[config.mk]
export PLATFORM = sky130hd
export DESIGN_NAME = instruction_packer
export DESIGN_NICKNAME = d
export VERILOG_FILES = /design/src/rtl/instruction_packer.sv
export SDC_FILE = /design/constraint.sdc
export NUM_CORES = 1
export LEC_CHECK = 0
export ABC_AREA = 0
export BUFFER_PORTS_ARGS = -buffer_cell sky130_fd_sc_hd__buf_2
export CORE_ASPECT_RATIO = 0.9
export CORE_MARGIN = 2
export CORE_UTILIZATION = 50
export DETAILED_ROUTE_END_ITERATION = 10
export PLACE_DENSITY_LB_ADDON = 0.08
export SYNTH_ARGS = -nofsm -noshare
export SYNTH_HDL_FRONTEND = slang
export SYNTH_SLANG_ARGS = --single-unit
export TNS_END_PERCENT = 20
[constraint.sdc]
create_clock -name clock_i -period 3.99 [get_ports clock_i]
set_input_delay 0.1995 -clock clock_i [delete_from_list [all_inputs] [get_ports clock_i]]
set_output_delay 0.1995 -clock clock_i [all_outputs]
set_load 0.1 [all_outputs]
[src/rtl/instruction_packer.sv]
// -----------------------------------------------------------------------------
// instruction_packer
//
// Purpose: packs consecutive decoded instructions into 60-bit dual-issue fetch
// words. Its layout is the exact inverse of the parser's. Slot 1 is packed
// MSB-aligned at bit 59. Slot 2 starts directly below slot 1. All unused low
// bits are zero. When a lone instruction is flushed, the bundle is completed
// with a NOP in slot 2.
//
// Slot encoding, MSB first: format, branch, opcode[6:0], reg[4:0], operand.
//   30b slot (format 1): 16-bit operand.
//   19b slot (format 0): 5-bit operand (operand_i[4:0]).
//
// Ports:
//   clock_i             clock, all state on posedge
//   reset_i             asynchronous active-high reset
//   enable_i            input instruction valid
//   ready_o             packer can accept this cycle
//   isBranch_i          branch bit
//   instructionFormat_i 0 = 19b slot, 1 = 30b slot
//   opcode_i            opcode
//   reg_i               first register operand
//   operand_i           immediate (30b) or operand in [4:0] (19b)
//   flush_i             close a half-filled bundle with a NOP partner
//   hold_i              downstream stall; a valid output is frozen
//   bundle_o            packed 60-bit word
//   enable_o            bundle_o valid
//   padCount_o          number of NOP-padded bundles emitted (wraps)
//
// Optional feature (macro PACKER_BRANCH_CLOSE_EN): a branch accepted into an
// empty packer is always issued alone, with a NOP partner.
// -----------------------------------------------------------------------------
module instruction_packer #(
  parameter logic [6:0] NOP_OPCODE = 7'h00,
  parameter int         PAD_CNT_W  = 16
) (
  input  logic                 clock_i,
  input  logic                 reset_i,
  input  logic                 enable_i,
  output logic                 ready_o,
  input  logic                 isBranch_i,
  input  logic                 instructionFormat_i,
  input  logic [6:0]           opcode_i,
  input  logic [4:0]           reg_i,
  input  logic [15:0]          operand_i,
  input  logic                 flush_i,
  input  logic                 hold_i,
  output logic [59:0]          bundle_o,
  output logic                 enable_o,
  output logic [PAD_CNT_W-1:0] padCount_o
);

`ifdef PACKER_BRANCH_CLOSE_EN
  localparam logic BRANCH_CLOSE = 1'b1;
`else
  localparam logic BRANCH_CLOSE = 1'b0;
`endif

  typedef enum logic [1:0] {
    ST_EMPTY = 2'd0,
    ST_HALF  = 2'd1,
    ST_CLOSE = 2'd2
  } state_t;

  // Slots are kept MSB-aligned in a 30-bit field. A 19b slot has 11 zero LSBs.
  // Bit 29 is the format bit, so the slot length is recoverable from it.
  function automatic logic [59:0] f_combine(input logic [29:0] slot1,
                                            input logic [29:0] slot2);
    logic [59:0] hi;
    logic [59:0] lo;
    hi = {slot1, 30'd0};
    if (slot1[29]) begin
      lo = {30'd0, slot2};
    end else begin
      lo = {19'd0, slot2, 11'd0};
    end
    return hi | lo;
  endfunction

  state_t                r_state;
  state_t                w_state_next;
  logic [29:0]           r_slot1;
  logic [29:0]           w_slot1_next;
  logic [59:0]           r_bundle;
  logic                  r_valid;
  logic [PAD_CNT_W-1:0]  r_pad_cnt;

  logic [29:0]           w_in_slot;
  logic [29:0]           w_nop_slot;
  logic [29:0]           w_partner;
  logic                  w_out_free;
  logic                  w_accept;
  logic                  w_load;
  logic                  w_load_pad;

  assign w_in_slot  = instructionFormat_i
                    ? {1'b1, isBranch_i, opcode_i, reg_i, operand_i}
                    : {1'b0, isBranch_i, opcode_i, reg_i, operand_i[4:0], 11'd0};
  assign w_nop_slot = {1'b0, 1'b0, NOP_OPCODE, 5'd0, 5'd0, 11'd0};
  assign w_out_free = !r_valid || !hold_i;
  assign w_accept   = enable_i && ready_o;
  assign w_partner  = w_load_pad ? w_nop_slot : w_in_slot;

  // Ready: combinational from state and the output register.
  always_comb begin
    ready_o = 1'b0;
    if (reset_i) begin
      ready_o = 1'b0;
    end else begin
      case (r_state)
        ST_EMPTY: ready_o = 1'b1;
        ST_HALF:  ready_o = w_out_free;
        ST_CLOSE: ready_o = 1'b0;
        default:  ready_o = 1'b0;
      endcase
    end
  end

  // Next state, slot 1 capture, and output-load decisions.
  always_comb begin
    w_state_next = r_state;
    w_slot1_next = r_slot1;
    w_load       = 1'b0;
    w_load_pad   = 1'b0;
    case (r_state)
      ST_EMPTY: begin
        if (w_accept) begin
          w_slot1_next = w_in_slot;
          w_state_next = (BRANCH_CLOSE && isBranch_i) ? ST_CLOSE : ST_HALF;
        end else begin
          w_state_next = ST_EMPTY;
        end
      end
      ST_HALF: begin
        // A pairing wins over a simultaneous flush.
        if (w_accept) begin
          w_load       = 1'b1;
          w_state_next = ST_EMPTY;
        end else if (flush_i) begin
          if (w_out_free) begin
            w_load       = 1'b1;
            w_load_pad   = 1'b1;
            w_state_next = ST_EMPTY;
          end else begin
            w_state_next = ST_CLOSE;
          end
        end else begin
          w_state_next = ST_HALF;
        end
      end
      ST_CLOSE: begin
        if (w_out_free) begin
          w_load       = 1'b1;
          w_load_pad   = 1'b1;
          w_state_next = ST_EMPTY;
        end else begin
          w_state_next = ST_CLOSE;
        end
      end
      default: begin
        w_state_next = ST_EMPTY;
      end
    endcase
  end

  // State, slot 1 and output register. The output only changes when free.
  always_ff @(posedge clock_i or posedge reset_i) begin
    if (reset_i) begin
      r_state   <= ST_EMPTY;
      r_slot1   <= 30'd0;
      r_bundle  <= 60'd0;
      r_valid   <= 1'b0;
      r_pad_cnt <= {PAD_CNT_W{1'b0}};
    end else begin
      r_state <= w_state_next;
      r_slot1 <= w_slot1_next;
      if (w_out_free) begin
        if (w_load) begin
          r_bundle <= f_combine(r_slot1, w_partner);
          r_valid  <= 1'b1;
        end else begin
          r_valid  <= 1'b0;
        end
      end
      if (w_load_pad) begin
        r_pad_cnt <= r_pad_cnt + {{(PAD_CNT_W-1){1'b0}}, 1'b1};
      end
    end
  end

  assign bundle_o   = r_bundle;
  assign enable_o   = r_valid;
  assign padCount_o = r_pad_cnt;

endmodule

* Word-level counts from Yosys, hierarchy flattened
Index checks and enable logic that the tools add are counted.
** Storage, ports and cells
- Bits of input ports :: 35
- Output and inout port bits :: 78
- Word-level logic and storage cells :: 35
- Flip-flop bits (word level) :: 109
** Operators by class
- Mux-type cells :: 19
- Reduce and logical (&&, ||, !) cells :: 7
- Add/sub/neg operators :: 1
- Eq/ne operators :: 2
- Bitwise gates (word level) :: 1
** Operators by type and width (count)
- $mux 60 :: 2
- $mux 30 :: 2
- $or 60x60->60 :: 1
- $mux 41 :: 1
- $add 16x1->16 const B :: 1
- $mux 1 :: 7
- $mux 2 :: 3
- $pmux 1 s2 :: 3
- $pmux 2 s3 :: 1
- $reduce_and 2->1 :: 2
- $eq 2x1->1 const B :: 1
- $eq 2x2->1 const B :: 1
- $logic_not 1->1 :: 2
- $logic_not 2->1 :: 1
- $logic_and 1x1->1 :: 1
- $logic_or 1x1->1 :: 1

* Depth between registers and ports, before layout
- Word-level depth :: 12
- Gate-level depth with buffers :: 8
- Depth with buffers taken out :: 6

* Worst setup path after synthesis
No wires, ideal clock.
- Path type :: reg2out
- Start point :: reg r_valid, in the netlist enable_o
- End point :: out ready_o
- Arrival :: 2.441 ns
- Setup slack :: 1.350 ns
- Stages on the path, launching flop included :: 4
- Required time :: 3.790 ns
- Buffers on the path :: 0
- Cells stage by stage :: dfrtp_1 > a21boi_1 > nor2_1 > nor2_1
** On the way
- Word-level cells in the longest chain between the ends :: 4
** RTL lines
- start, declared :: line 85 : logic r_valid;
- start signal, assigned :: line 172 : r_valid <= 1'b0;
- start signal, assigned :: line 180 : r_valid <= 1'b1;
- start signal, assigned :: line 182 : r_valid <= 1'b0;
- $logic_not 1->1 :: line 100 : assign w_out_free = !r_valid || !hold_i;
- $logic_or 1x1->1 :: line 100
- $pmux 1 s2 :: line 110 : case (r_state)
- $mux 1 :: line 107 : if (reset_i) begin
- end, declared :: line 40 : output logic ready_o,
Every way passes these cells.

* Final worst setup path
- Start point :: reg r_state[0]
- End point :: reg r_bundle[36], in the netlist bundle_o[36]
** On the way
- Word-level cells in the longest chain between the ends :: 11
- Elaborated cells between the ends (all ways) :: 16
- Those cells by class :: eq/ne (2); mux (10); bitwise (1); reduce/logical (3)
** RTL lines
- start, declared :: line 80 : state_t r_state;
- start signal, assigned :: line 175 : r_state <= w_state_next;
- $eq 2x1->1 / $logic_not 2->1 (equally long branches) :: line 110, 125
- $pmux 1 s2 :: line 110
- $mux 1 :: line 107
- $logic_and 1x1->1 :: line 101 : assign w_accept = enable_i && ready_o;
- $mux 1 :: line 136 : if (w_accept) begin
- $pmux 1 s2 :: line 125 : case (r_state)
- $mux 30 :: line 102 : assign w_partner = w_load_pad ? w_nop_slot : w_in_slot;
- $mux 41 :: line 72 : if (slot1[29]) begin
- $mux 60 :: line 178 : if (w_load) begin
- $mux 60 :: line 177 : if (w_out_free) begin
- $or 60x60->60 :: line 77 : return hi | lo;
- end signal, assigned :: line 179 : r_bundle <= f_combine(r_slot1, w_partner);
- end, declared :: line 84 : logic [59:0] r_bundle;
Several ways; a longest one is shown, not always the timed one. The select of a mux whose other input is x is not followed.
A chain may end at the register's enable or synchronous reset.

==> impl_summary.md <==
Floorplanning
The height of the die is 94.6 um. The region available for standard cell placement spans 9000 sq um. The number of top-level design ports is 113. The initial utilization of the core area, before any placement, comes to 50.6%. From left edge to right edge, the die measures 105 um.

The die covers 9890 sq um. After floorplanning, the core was divided into 33 placement rows.

Global route
The overall track demand over capacity in global routing is 21.4%. The met3 routing resource usage after global routing is 4.49%. In this run the most used layer during global routing was met1. The maximum number of pins on one net before global-route repair is 77. The number of global-route vias before repair was 3049. The number of antenna violations at the first check in global routing is 0. The global-route track usage on met1 is 34.2%. The aggregate global routing overflow is 0.

The first-pass GRT wire length is 16.4 mm. The global routing usage on met2 is 28.9%.

STA
The highest achievable clock rate is 0.414 GHz. Setup repair after global routing left no endpoint under its margin. The worst pin sits at a relative slew slack of 37.3%. The worst path in the final design needs a cycle of 2.42 ns, including I/O delays and setup. After routing, the total negative slack on setup checks comes to 0 ns. The number of pins exceeding their max-slew limit in the final report came to 0. The fraction of the cycle the final worst path needs is 60.6%. The final count of hold timing violations is 0. At the pin with the least slew margin, the transition time is 0.939 ns. The final number of setup-violating endpoints is 0.

Between clock sinks in the finished design, the worst skew comes to 0.00963 ns.

Detailed routing
The number of nets with antenna violations after routing is 0. The pre-antenna-repair detailed-routing pass consisted of 4 iterations. Dividing the detail-routed via count by the number of cells gives 5.37. The via count of the routed design is 3248. For this block, the initial DRC count from the detailed router was 166. The per-cell routed wire length is 16.9 um. For this block, the routed nets add up to 10.2 mm of wire.

The post-detailed-route DRC marker count is 0.

Layout
The library cell used most frequently in the layout, excluding fill and tap cells, is sky130_fd_sc_hd__buf_2. The antenna diode count is 0. The area of combinational cells with multiple inputs is 1710 sq um. The area growth from synthesis to layout is 17.5%. The total area of sequential cells is 2730 sq um.

The net count of the finished layout is 519. Leaving out fill and tap cells, the most frequent cells in the layout are sky130_fd_sc_hd__buf_2, sky130_fd_sc_hd__dfrtp_1, sky130_fd_sc_hd__nand2_1, sky130_fd_sc_hd__mux2_2, sky130_fd_sc_hd__o21ai_0. Of the cells placed in the final design, the portion with a size suffix greater than 1 is 35.2%. The layout filler cell count is 812.

Clock tree
The tree is rooted in a sky130_fd_sc_hd__clkbuf_8. After clock tree synthesis, the clock-pin slew on the worst setup and hold paths is 0.09 ns. TritonCTS built the clock tree. The clock passes through at most 2 buffers.

The CTS buffer count is 9. The sink count of the clock tree is 109. The number of buffers inserted to repair setup after CTS is 0.

Gates resized during post-CTS repair numbered 0. The clock tree synthesis step divided the H-tree into 3 levels. The clock latency on the worst-skew pair is 0.36 ns. For this design, the CTS-stage hold fixing added 0 buffers.

Run
The count of maximum capacitance violations is 0.

Critical path
The slowest cell on the critical path is sky130_fd_sc_hd__buf_4. The worst register-to-register path has a depth of 7. The type of the setup path with the least slack is register to register. Setup slack on the worst reg-to-reg path comes out at 1.57 ns. The critical register-to-register path startpoint is r_state[0]. The critical path's largest stage delay is 0.62 ns. The signal on the critical path passes through inv_1 -> ha_1 -> and4b_1 -> a2bb2oi_4 -> buf_4 -> nor2b_1 -> a221o_1. STA classifies the critical path startpoint as a register. At the worst endpoint, the required time is 4.22 ns.

The endpoint class of the critical path is a register. STA puts the critical path data arrival time at 2.65 ns. The end of the worst register-to-register path is bundle_o[36]. Along the worst path, the maximum fanout reaches 73.

Synthesis
Synthesis handed over a netlist of 373 instances. The average instance in the mapped netlist occupies 12.2 sq um. The post-synthesis cell type count is 39.

During synthesis, Yosys emitted a total of 0 warnings. The number of nets in the synthesized netlist is 413. In the synthesized netlist the dominant register cell turns out to be sky130_fd_sc_hd__dfrtp_1. The count of flip-flops with a built-in enable after synthesis is 0. The area of the mapped netlist is 4560 sq um. In the synthesized netlist the async set-or-reset flop fraction comes to 100%. The part of the Yosys area used for sequential elements is 59.9%. After synthesis the netlist holds a flip-flop and latch count of 109.

Placement
During placement, the flow inserted port buffers numbering 112. The global placement routability congestion is 0.767. The wire-length estimate of the detail-placed layout is 7.09 mm.

Min path
The worst min-delay path category is input pin to asynchronous set/reset pin.

Pwr
The leakage power is 2.64 nW. The overall power of the completed layout is 4.46 mW. The areal power density over the cells is 832 nW/um^2. The worst IR drop on VDD is 449 uV.

Run status
The flow ran to the end, and the final reports show no timing, DRC or antenna violations.
## cells in the mapped netlist (all sizes together), types with 4 or more instances
master	instances	area [sq um]
dfrtp	109	2730
nand2	50	188
o21ai	39	195
mux2	34	383
xnor2	15	131
buf	14	86.3
a22oi	12	90.1
nor2b	12	75.1
a221o	11	110
nand4	9	56.3
clkbuf	7	26.3
mux2i	7	70.1
and3	6	37.5
o221ai	6	58.8
ha	5	62.6
nand3	5	25.0
nor2	5	18.8
and4	4	35.0
inv	4	15.0
## worst max-delay path: cells and delay by family, from the launching register on
family	cells	cell delay, ns
AOI/OAI and AO/OA	2	0.44
DFF	1	0.39
buffers and inverters	2	0.69
and+or+nand+nor	2	0.39
adders and majority gates	1	0.33
## sequential cells by signal, summed over array words and instances, names as in the netlist
signal,count
r_slot1,30
enable_o,1
padCount_o,16
bundle_o,60
r_state,2
## metrics by stage
step | setup slack [ns] | hold WS, ns | util, % | std cells | instance area, sq um
after floorplan | 0.917 | 0.335 | - | 373 | 4560
after global placement | 1.69 | 0.456 | 57.7 | 590 | 5190
after detailed placement | 1.62 | 0.460 | 57.7 | 590 | 5190
after CTS | 1.60 | 0.0940 | 59.5 | 605 | 5350
after global routing | 1.40 | 0.0966 | 59.5 | 605 | 5350
final | 1.57 | 0.0594 | 59.5 | 605 | 5350
## worst max-delay path by stage
stage | start | to | slack [ns] | cells past startpoint
5_1_grt | r_state[1] | padCount_o[1] | 1.40 | 6
3_5_place_dp | r_state[0] | bundle_o[36] | 1.62 | 7
3_3_place_gp | r_state[0] | bundle_o[51] | 1.69 | 6
6_report | r_state[0] | bundle_o[36] | 1.57 | 7
2_1_floorplan | reset_i | bundle_o[0] | 0.92 | 1
4_1_cts | r_state[0] | bundle_o[36] | 1.60 | 7
## per-layer routing
layer  vias up  wire [um]
li1       1546          -
met2       107       4250
met3         4        652
met4         0         64
met5         -          0
met1      1591       5250
## power by group
group	internal [mW]	leakage (nW)	switching [mW]
logic	0.385	1.15	1.94
registers	1.38	1.41	0.169
clock network	0.224	0.0792	0.349
total	1.99	2.64	2.46
## cell families after synthesis
| group | after synthesis | share of synthesized area (%) |
|---|---|---|
| XOR/XNOR | 15 | 2.88 |
| multiplexers | 41 | 9.94 |
| AO/OA/AOI/OAI | 76 | 11.8 |
| buffers and inverters | 25 | 2.80 |
| flip-flops | 109 | 59.9 |
| adder cells (fa/ha/maj) | 5 | 1.37 |
| AND/OR/NAND/NOR | 102 | 11.4 |
## layout make-up
class / count / area share [%]
Tap cell: 122 / 2.85
Inverter: 4 / 0.327
Timing Repair Buffer: 116 / 11.0
Multi-Input combinational cell: 239 / 31.9
Clock buffer: 11 / 2.45
Sequential cell: 109 / 51.0
Clock inverter: 4 / 0.491
(Power assumes the default switching activity.)
